File: config.mk
export PLATFORM = sky130hd
export DESIGN_NAME = matrix_port_host
export DESIGN_NICKNAME = d
export VERILOG_FILES = /design/src/rtl/matrix_port_host_pkg.sv /design/src/rtl/matrix_port_host_out.sv /design/src/rtl/matrix_port_host.sv
export SDC_FILE = /design/constraint.sdc
export NUM_CORES = 1
export LEC_CHECK = 0
export CAP_MARGIN = 20
export CELL_PAD_IN_SITES_DETAIL_PLACEMENT = 1
export CELL_PAD_IN_SITES_GLOBAL_PLACEMENT = 1
export CORE_MARGIN = 3
export CORE_UTILIZATION = 41
export CTS_CLUSTER_SIZE = 20
export DETAILED_ROUTE_END_ITERATION = 16
export PLACE_DENSITY = 0.85
export SLEW_MARGIN = 0
export SYNTH_ARGS = -nofsm -noshare
export SYNTH_HDL_FRONTEND = slang
export SYNTH_HIERARCHICAL = 1
export SYNTH_SLANG_ARGS = --single-unit
File: constraint.sdc
create_clock -name clk -period 5.5 [get_ports clk]
set_clock_uncertainty 0.15 [all_clocks]
set_input_delay 1.1 -clock clk [delete_from_list [all_inputs] [get_ports clk]]
set_output_delay 1.1 -clock clk [all_outputs]
set_load 0.005 [all_outputs]
File: src/rtl/matrix_port_host_pkg.sv
`default_nettype none
// ============================================================================
// Module      : matrix_port_host_pkg
// Description : Shared types and derived constants for the matrix port host.
//               The constants are computed from the default matrix geometry:
//               8 rows x 16 columns, 4 elements per word, field order 3.
//               C_EW element width, C_WORDS words per matrix,
//               C_AW memory address width, C_WD_TIMEOUT watchdog limit.
// Revision    : 1.0 - initial release
// ============================================================================
package matrix_port_host_pkg;

    localparam int C_L     = 8;
    localparam int C_K     = 16;
    localparam int C_BLOCK = 4;
    localparam int C_M     = 3;

    localparam int C_EW    = $clog2(C_M);
    localparam int C_WORDS = C_L * C_K / C_BLOCK;
    localparam int C_AW    = $clog2(C_WORDS);

    localparam logic [15:0] C_WD_TIMEOUT = 16'hFFFF;

    typedef enum logic [2:0] {
        ST_IDLE   = 3'd0,
        ST_LOAD   = 3'd1,
        ST_KICK   = 3'd2,
        ST_WAIT   = 3'd3,
        ST_DRAIN  = 3'd4,
        ST_FINISH = 3'd5
    } state_t;

endpackage
`default_nettype wire

File: src/rtl/matrix_port_host_out.sv
`default_nettype none
// ============================================================================
// Module      : mph_out_reg
// Description : One-entry valid/ready output stage for the DRAIN read path.
//               A read issued in cycle t returns data in cycle t+1; that word
//               is presented directly and is captured only if the sink stalls.
//               At most one word (in flight or held) exists at any time, so a
//               new read may issue whenever nothing is presented or the word
//               presented is being consumed this cycle.
// Ports       : clk, rst_n        - clock, async active-low reset
//               issue             - memory read issued this cycle
//               rd_data           - memory read data (valid cycle after issue)
//               can_issue         - a read issued now will have a slot
//               out_data/out_valid/out_ready - downstream handshake
// Revision    : 1.0 - initial release
// ============================================================================
module mph_out_reg #(
    parameter int DW = 8
) (
    input  logic          clk,
    input  logic          rst_n,
    input  logic          issue,
    input  logic [DW-1:0] rd_data,
    output logic          can_issue,
    output logic [DW-1:0] out_data,
    output logic          out_valid,
    input  logic          out_ready
);

    logic          r_pend;
    logic          r_valid;
    logic [DW-1:0] r_data;

    always_ff @(posedge clk or negedge rst_n) begin
        if (!rst_n) begin
            r_pend  <= 1'b0;
            r_valid <= 1'b0;
            r_data  <= '0;
        end else begin
            r_pend <= issue;
            // Returning word not taken: park it so out_data stays stable.
            if (r_pend && !out_ready) begin
                r_valid <= 1'b1;
                r_data  <= rd_data;
            end else if (r_valid && out_ready) begin
                r_valid <= 1'b0;
            end
        end
    end

    always_comb begin
        out_valid = r_valid | r_pend;
        out_data  = r_valid ? r_data : (r_pend ? rd_data : '0);
        can_issue = !out_valid || out_ready;
    end

endmodule
`default_nettype wire

File: src/rtl/matrix_port_host.sv
`default_nettype none
// ============================================================================
// Module      : matrix_port_host
// Description : Loads a matrix word stream into systemizer memory, checks the
//               element format, starts the systemizer, waits (with watchdog)
//               for completion and streams the result memory back out.
// Ports       : clk, rst_n                    - clock, async active-low reset
//               in_data/in_valid/in_ready     - input word stream
//               out_data/out_valid/out_ready  - output word stream
//               busy, result_ok, result_err   - status (results sticky)
//               mem_wr_*, mem_rd_*            - systemizer memory port
//               sys_start, sys_done, sys_fail - systemizer control
// Revision    : 1.0 - initial release
// ============================================================================
module matrix_port_host
    import matrix_port_host_pkg::*;
#(
    parameter int L     = C_L,
    parameter int K     = C_K,
    parameter int BLOCK = C_BLOCK,
    parameter int M     = C_M
) (
    input  logic                    clk,
    input  logic                    rst_n,
    input  logic [BLOCK*C_EW-1:0]   in_data,
    input  logic                    in_valid,
    output logic                    in_ready,
    output logic [BLOCK*C_EW-1:0]   out_data,
    output logic                    out_valid,
    input  logic                    out_ready,
    output logic                    busy,
    output logic                    result_ok,
    output logic                    result_err,
    output logic                    mem_wr_en,
    output logic [C_AW-1:0]         mem_wr_addr,
    output logic [BLOCK*C_EW-1:0]   mem_wr_data,
    output logic                    mem_rd_en,
    output logic [C_AW-1:0]         mem_rd_addr,
    input  logic [BLOCK*C_EW-1:0]   mem_rd_data,
    output logic                    sys_start,
    input  logic                    sys_done,
    input  logic                    sys_fail
);

    localparam logic [C_AW-1:0] C_LAST = C_AW'(L * K / BLOCK - 1);
    localparam logic [C_EW:0]   C_MV   = (C_EW + 1)'(M);

    state_t          r_state;
    state_t          w_next_state;
    logic [C_AW-1:0] r_wcnt;
    logic [C_AW-1:0] r_raddr;
    logic [C_AW-1:0] r_ocnt;
    logic            r_rd_all;
    logic [15:0]     r_wd;
    logic            r_fmt_err;
    logic            r_ok;
    logic            r_err;
    logic            w_accept;
    logic            w_rd_issue;
    logic            w_can_issue;
    logic            w_consume;
    logic            w_set_ok;
    logic            w_set_err;
    logic            w_bad;

    // Any element whose value is outside the field marks the run as bad.
    always_comb begin
        w_bad = 1'b0;
        for (int i = 0; i < BLOCK; i++) begin
            if ({1'b0, in_data[i*C_EW +: C_EW]} >= C_MV) begin
                w_bad = 1'b1;
            end
        end
    end

    always_ff @(posedge clk or negedge rst_n) begin
        if (!rst_n) begin
            r_state <= ST_IDLE;
        end else begin
            r_state <= w_next_state;
        end
    end

    always_comb begin
        w_next_state = r_state;
        in_ready     = 1'b0;
        sys_start    = 1'b0;
        w_accept     = 1'b0;
        w_rd_issue   = 1'b0;
        w_set_ok     = 1'b0;
        w_set_err    = 1'b0;
        case (r_state)
            ST_IDLE: begin
                in_ready = 1'b1;
                w_accept = in_valid;
                if (in_valid) begin
                    w_next_state = ST_LOAD;
                end
            end
            ST_LOAD: begin
                in_ready = 1'b1;
                w_accept = in_valid;
                if (in_valid && (r_wcnt == C_LAST)) begin
                    w_next_state = ST_KICK;
                end
            end
            ST_KICK: begin
                if (r_fmt_err) begin
                    w_set_err    = 1'b1;
                    w_next_state = ST_FINISH;
                end else begin
                    sys_start    = 1'b1;
                    w_next_state = ST_WAIT;
                end
            end
            ST_WAIT: begin
                if (sys_done) begin
                    if (sys_fail) begin
                        w_set_err    = 1'b1;
                        w_next_state = ST_FINISH;
                    end else begin
                        w_set_ok     = 1'b1;
                        w_next_state = ST_DRAIN;
                    end
                end else if (r_wd == C_WD_TIMEOUT) begin
                    w_set_err    = 1'b1;
                    w_next_state = ST_FINISH;
                end
            end
            ST_DRAIN: begin
                w_rd_issue = !r_rd_all && w_can_issue;
                if (w_consume && (r_ocnt == C_LAST)) begin
                    w_next_state = ST_FINISH;
                end
            end
            ST_FINISH: begin
                w_next_state = ST_IDLE;
            end
            default: begin
                w_next_state = ST_IDLE;
            end
        endcase
    end

    always_ff @(posedge clk or negedge rst_n) begin
        if (!rst_n) begin
            r_wcnt    <= '0;
            r_fmt_err <= 1'b0;
            r_wd      <= '0;
            r_raddr   <= '0;
            r_rd_all  <= 1'b0;
            r_ocnt    <= '0;
            r_ok      <= 1'b0;
            r_err     <= 1'b0;
        end else begin
            if (w_accept) begin
                r_wcnt    <= (r_wcnt == C_LAST) ? '0 : r_wcnt + C_AW'(1);
                // First word of a run starts a fresh format check.
                r_fmt_err <= ((r_state == ST_IDLE) ? 1'b0 : r_fmt_err) | w_bad;
            end

            r_wd <= (r_state == ST_WAIT) ? r_wd + 16'd1 : 16'd0;

            if (r_state != ST_DRAIN) begin
                r_raddr  <= '0;
                r_rd_all <= 1'b0;
                r_ocnt   <= '0;
            end else begin
                if (w_rd_issue) begin
                    if (r_raddr == C_LAST) begin
                        r_rd_all <= 1'b1;
                    end else begin
                        r_raddr <= r_raddr + C_AW'(1);
                    end
                end
                if (w_consume) begin
                    r_ocnt <= r_ocnt + C_AW'(1);
                end
            end

            if ((r_state == ST_IDLE) && in_valid) begin
                r_ok  <= 1'b0;
                r_err <= 1'b0;
            end else begin
                if (w_set_ok) begin
                    r_ok <= 1'b1;
                end
                if (w_set_err) begin
                    r_err <= 1'b1;
                end
            end
        end
    end

    mph_out_reg #(
        .DW(BLOCK * C_EW)
    ) u_out_reg (
        .clk       (clk),
        .rst_n     (rst_n),
        .issue     (w_rd_issue),
        .rd_data   (mem_rd_data),
        .can_issue (w_can_issue),
        .out_data  (out_data),
        .out_valid (out_valid),
        .out_ready (out_ready)
    );

    assign w_consume   = out_valid & out_ready;
    assign busy        = (r_state != ST_IDLE);
    assign result_ok   = r_ok;
    assign result_err  = r_err;
    assign mem_wr_en   = w_accept;
    assign mem_wr_addr = r_wcnt;
    assign mem_wr_data = in_data;
    assign mem_rd_en   = w_rd_issue;
    assign mem_rd_addr = r_raddr;

endmodule
`default_nettype wire

==> impl_metrics.env <==
export IMPL_critPathKind="in2out"
export IMPL_postCtsHoldBufs=0
export IMPL_ant_nets=0
export IMPL_io_buffers=55
export IMPL_timing_rr_end="mem_rd_addr[2]"
export IMPL_syn_area_mm2=0.00246
export IMPL_ys_types=42
export IMPL_finalHoldViolations=0
export IMPL_via_per_inst=5.39
export IMPL_die_h_um=83.5
export IMPL_power_density_mw_per_mm2=307
export IMPL_internal_power_uw=660
export IMPL_utilization_pct=54.9
export IMPL_dp_cells=350
export IMPL_clock_sinks=48
export IMPL_ir_drop_v=0.000205
export IMPL_netlist_instances=240
export IMPL_routed_wl_mm=5.82
export IMPL_first_pass_iters=4
export IMPL_grt_pass1_vias=2137
export IMPL_required_ns=4.25
export IMPL_start_util_pct=43.6
export IMPL_post_cts_buffers=0
export IMPL_h_tree_depth=2
export IMPL_worstPathArrival_ns=2.78
export IMPL_antenna_found_initial=0
export IMPL_power_frac_seq_pct=49.3
export IMPL_synth_area_leaders="dfrtp_1 49%, mux2_4 4.9%, nor2_1 4.3%"
export IMPL_ys_seq_elements=48
export IMPL_cts_repair_resized=0
export IMPL_yosys_warnings=6
export IMPL_grt_max_degree=49
export IMPL_finalWorstSetupSlack_ns=1.47
export IMPL_rrSetupSlack_ns=3.42
export IMPL_ios=56
export IMPL_cp_max_fo=11
export IMPL_stdcell_count=359
export IMPL_diodes=0
export IMPL_clock_power_share_pct=23.8
export IMPL_worst_hold_path_type="reg2reg"
export IMPL_switching_power_uw=292
export IMPL_drive_gt1_share_pct=9.06
export IMPL_fmax_ghz=0.248
export IMPL_critPathLaunchType="input port"
export IMPL_syn_to_final_growth_pct=25.8
export IMPL_die_w_um=83.5
export IMPL_period_share_pct=73.2
export IMPL_final_max_slew_viol_count=0
export IMPL_hpwl_mm=4.25
export IMPL_synth_edf_count=0
export IMPL_avgSynthCellArea_um2=10.3
export IMPL_grt_first_pass_wirelength_mm=10.3
export IMPL_grt_total_usage_pct=18.1
export IMPL_pre_cts_ws_ns=1.47
export IMPL_synth_top_area_share_pct=48.8
export IMPL_drv_cap=0
export IMPL_startpoint="in_valid"
export IMPL_relSlewSlack_pct=63.1
export IMPL_total_leakage_power_uw=0.00136
export IMPL_rsz0062_at_grt="no"
export IMPL_endpoint="mem_wr_en"
export IMPL_num_vias=1935
export IMPL_grt_overflow_total=0
export IMPL_ys_flop_type="dfrtp_1"
export IMPL_finalHoldWorstSlack_ns=0.346
export IMPL_p_comb_share_pct=27.0
export IMPL_cts_root_buf="clkbuf_8"
export IMPL_clk_pin_slew_ns=0.09
export IMPL_wire_per_inst_um=16.2
export IMPL_clk_path_buf_depth=2
export IMPL_yosysTopAreaCell="dfrtp_1"
export IMPL_ff2ff_path_depth=7
export IMPL_fp_row_count=27
export IMPL_final_nets=315
export IMPL_synth_net_count=269
export IMPL_async_reset_ff_share_pct=100
export IMPL_worst_pin_slew_ns=0.553
export IMPL_place_congestion=0.743
export IMPL_setup_worst_path_end_class="output pin"
export IMPL_remaining_drc_errors=0
export IMPL_reg2reg_from="mem_rd_addr[0]"
export IMPL_cts_tree="yes"
export IMPL_setup_tns_ns=0
export IMPL_p_sw_share_pct=30.6
export IMPL_yosysSeqAreaShare_pct=48.8
export IMPL_setup_viol=0
export IMPL_drtIter0Drc=109
export IMPL_clk_latency_ns=0.31
export IMPL_outcome="completed"
export IMPL_cts_made_buffers=5
export IMPL_die_area_mm2=0.00697
export IMPL_core_area_mm2=0.00564
export IMPL_fin_crit_ns=4.03
## cell families (layout without fill, tap and decap cells)
logic type,count (synthesis),after routing,synth area share [%]
DFF,48,48,48.8
muxes,12,12,6.56
buffers and inverters,21,68,5.18
and+or+nand+nor,100,100,20.8
AOI/OAI and AO/OA,36,36,9.40
adders and majority gates,7,7,3.56
xor gates and xnor gates,16,16,5.69
## critical path, cell delays in order
cell and delay, ns:
clkdlybuf4s50_1 0.49, or3b_1 0.51, inv_1 0.16, clkdlybuf4s50_1 0.51
## worst min-delay path by stage
stage / to / slack (ns) / start / depth (start not counted)
final: r_wd[0] / 0.35 / r_wd[0] / 1
after global routing: u_out_reg/r_data[0] / 0.39 / u_out_reg/r_data[0] / 1
after CTS: r_wd[0] / 0.34 / r_wd[0] / 1
after detailed placement: r_wd[0] / 0.33 / r_wd[0] / 1
after global placement: r_wd[0] / 0.31 / r_wd[0] / 1
after floorplan: r_wd[0] / 0.29 / r_wd[0] / 1
## cell usage after synthesis (2+ instances only)
master    instances
a21oi_1          10
a22o_1            7
and2_1            3
and3_1            5
and4_1            2
buf_2             3
buf_4             8
buf_6             2
clkbuf_1          4
dfrtp_1          48
ha_1              7
inv_1             4
mux2_4            8
mux2i_1           3
nand2_1          27
nand2b_1          3
nand3_1           5
nand4_1           9
nor2_1           28
nor2b_1           3
nor3_1            3
o21ai_0          11
or2_2             2
or3_1             3
xnor2_1           4
xor2_1           12
## cell type report
| class | instances | area [µm²] |
|---|---|---|
| fill | 634 | 2540 |
| sequential | 48 | 1200 |
| multi-input combinational | 171 | 1130 |
| timing repair buffer | 56 | 566 |
| tap | 72 | 90.1 |
| clock buffer | 6 | 82.6 |
| inverter | 4 | 15.0 |
| clock inverter | 2 | 10.0 |
## cell usage in the layout, fill, tap and decap left out, types with 2 or more instances in the layout
cell             synthesis  layout
a21oi_1                 10      10
a22o_1                   7       7
and2_1                   3       3
and3_1                   5       5
and4_1                   2       2
clkbuf_8                 0       6
clkdlybuf4s50_1          0      54
clkinv_2                 0       2
dfrtp_1                 48      48
ha_1                     7       7
inv_1                    4       4
mux2_4                   8       8
mux2i_1                  3       3
nand2_1                 27      27
nand2b_1                 3       3
nand3_1                  5       5
nand4_1                  9       9
nor2_1                  28      28
nor2b_1                  3       3
nor3_1                   3       3
o21ai_0                 11      11
or2_2                    2       2
or3_1                    3       3
xnor2_1                  4       4
xor2_1                  12      12
## through the flow
stage	total power (µW)	instance area, µm²
finish	951	3100
CTS	957	3080
floorplan	599	2460
global placement	718	2990
global route	1020	3100
detailed placement	730	2990
## power by group through the flow
stage	combinational, µW	sequential (µW)	clock [µW]
after floorplan	145	454	0
after global placement	248	470	0
after detailed placement	256	474	0
after CTS	260	468	229
after global routing	288	478	249
final	257	469	226
## state kept, by name (all words and copies together) (netlist names), 3 cells and up
| signal | flops |
|---|---|
| r_wd | 16 |
| u_out_reg/r_data | 8 |
| mem_rd_addr | 5 |
| mem_wr_addr | 5 |
| r_ocnt | 5 |
| r_state | 3 |
## per-layer routing
layer | track usage [%] | vias to the layer above | wire length (µm)
li1 | - | 920 | -
met1 | 21.9 | 978 | 2500
met2 | 31.6 | 29 | 3090
met3 | 4.84 | 8 | 152
met4 | 5.41 | 0 | 82
met5 | 0 | - | 0
(Power assumes the default switching activity.)
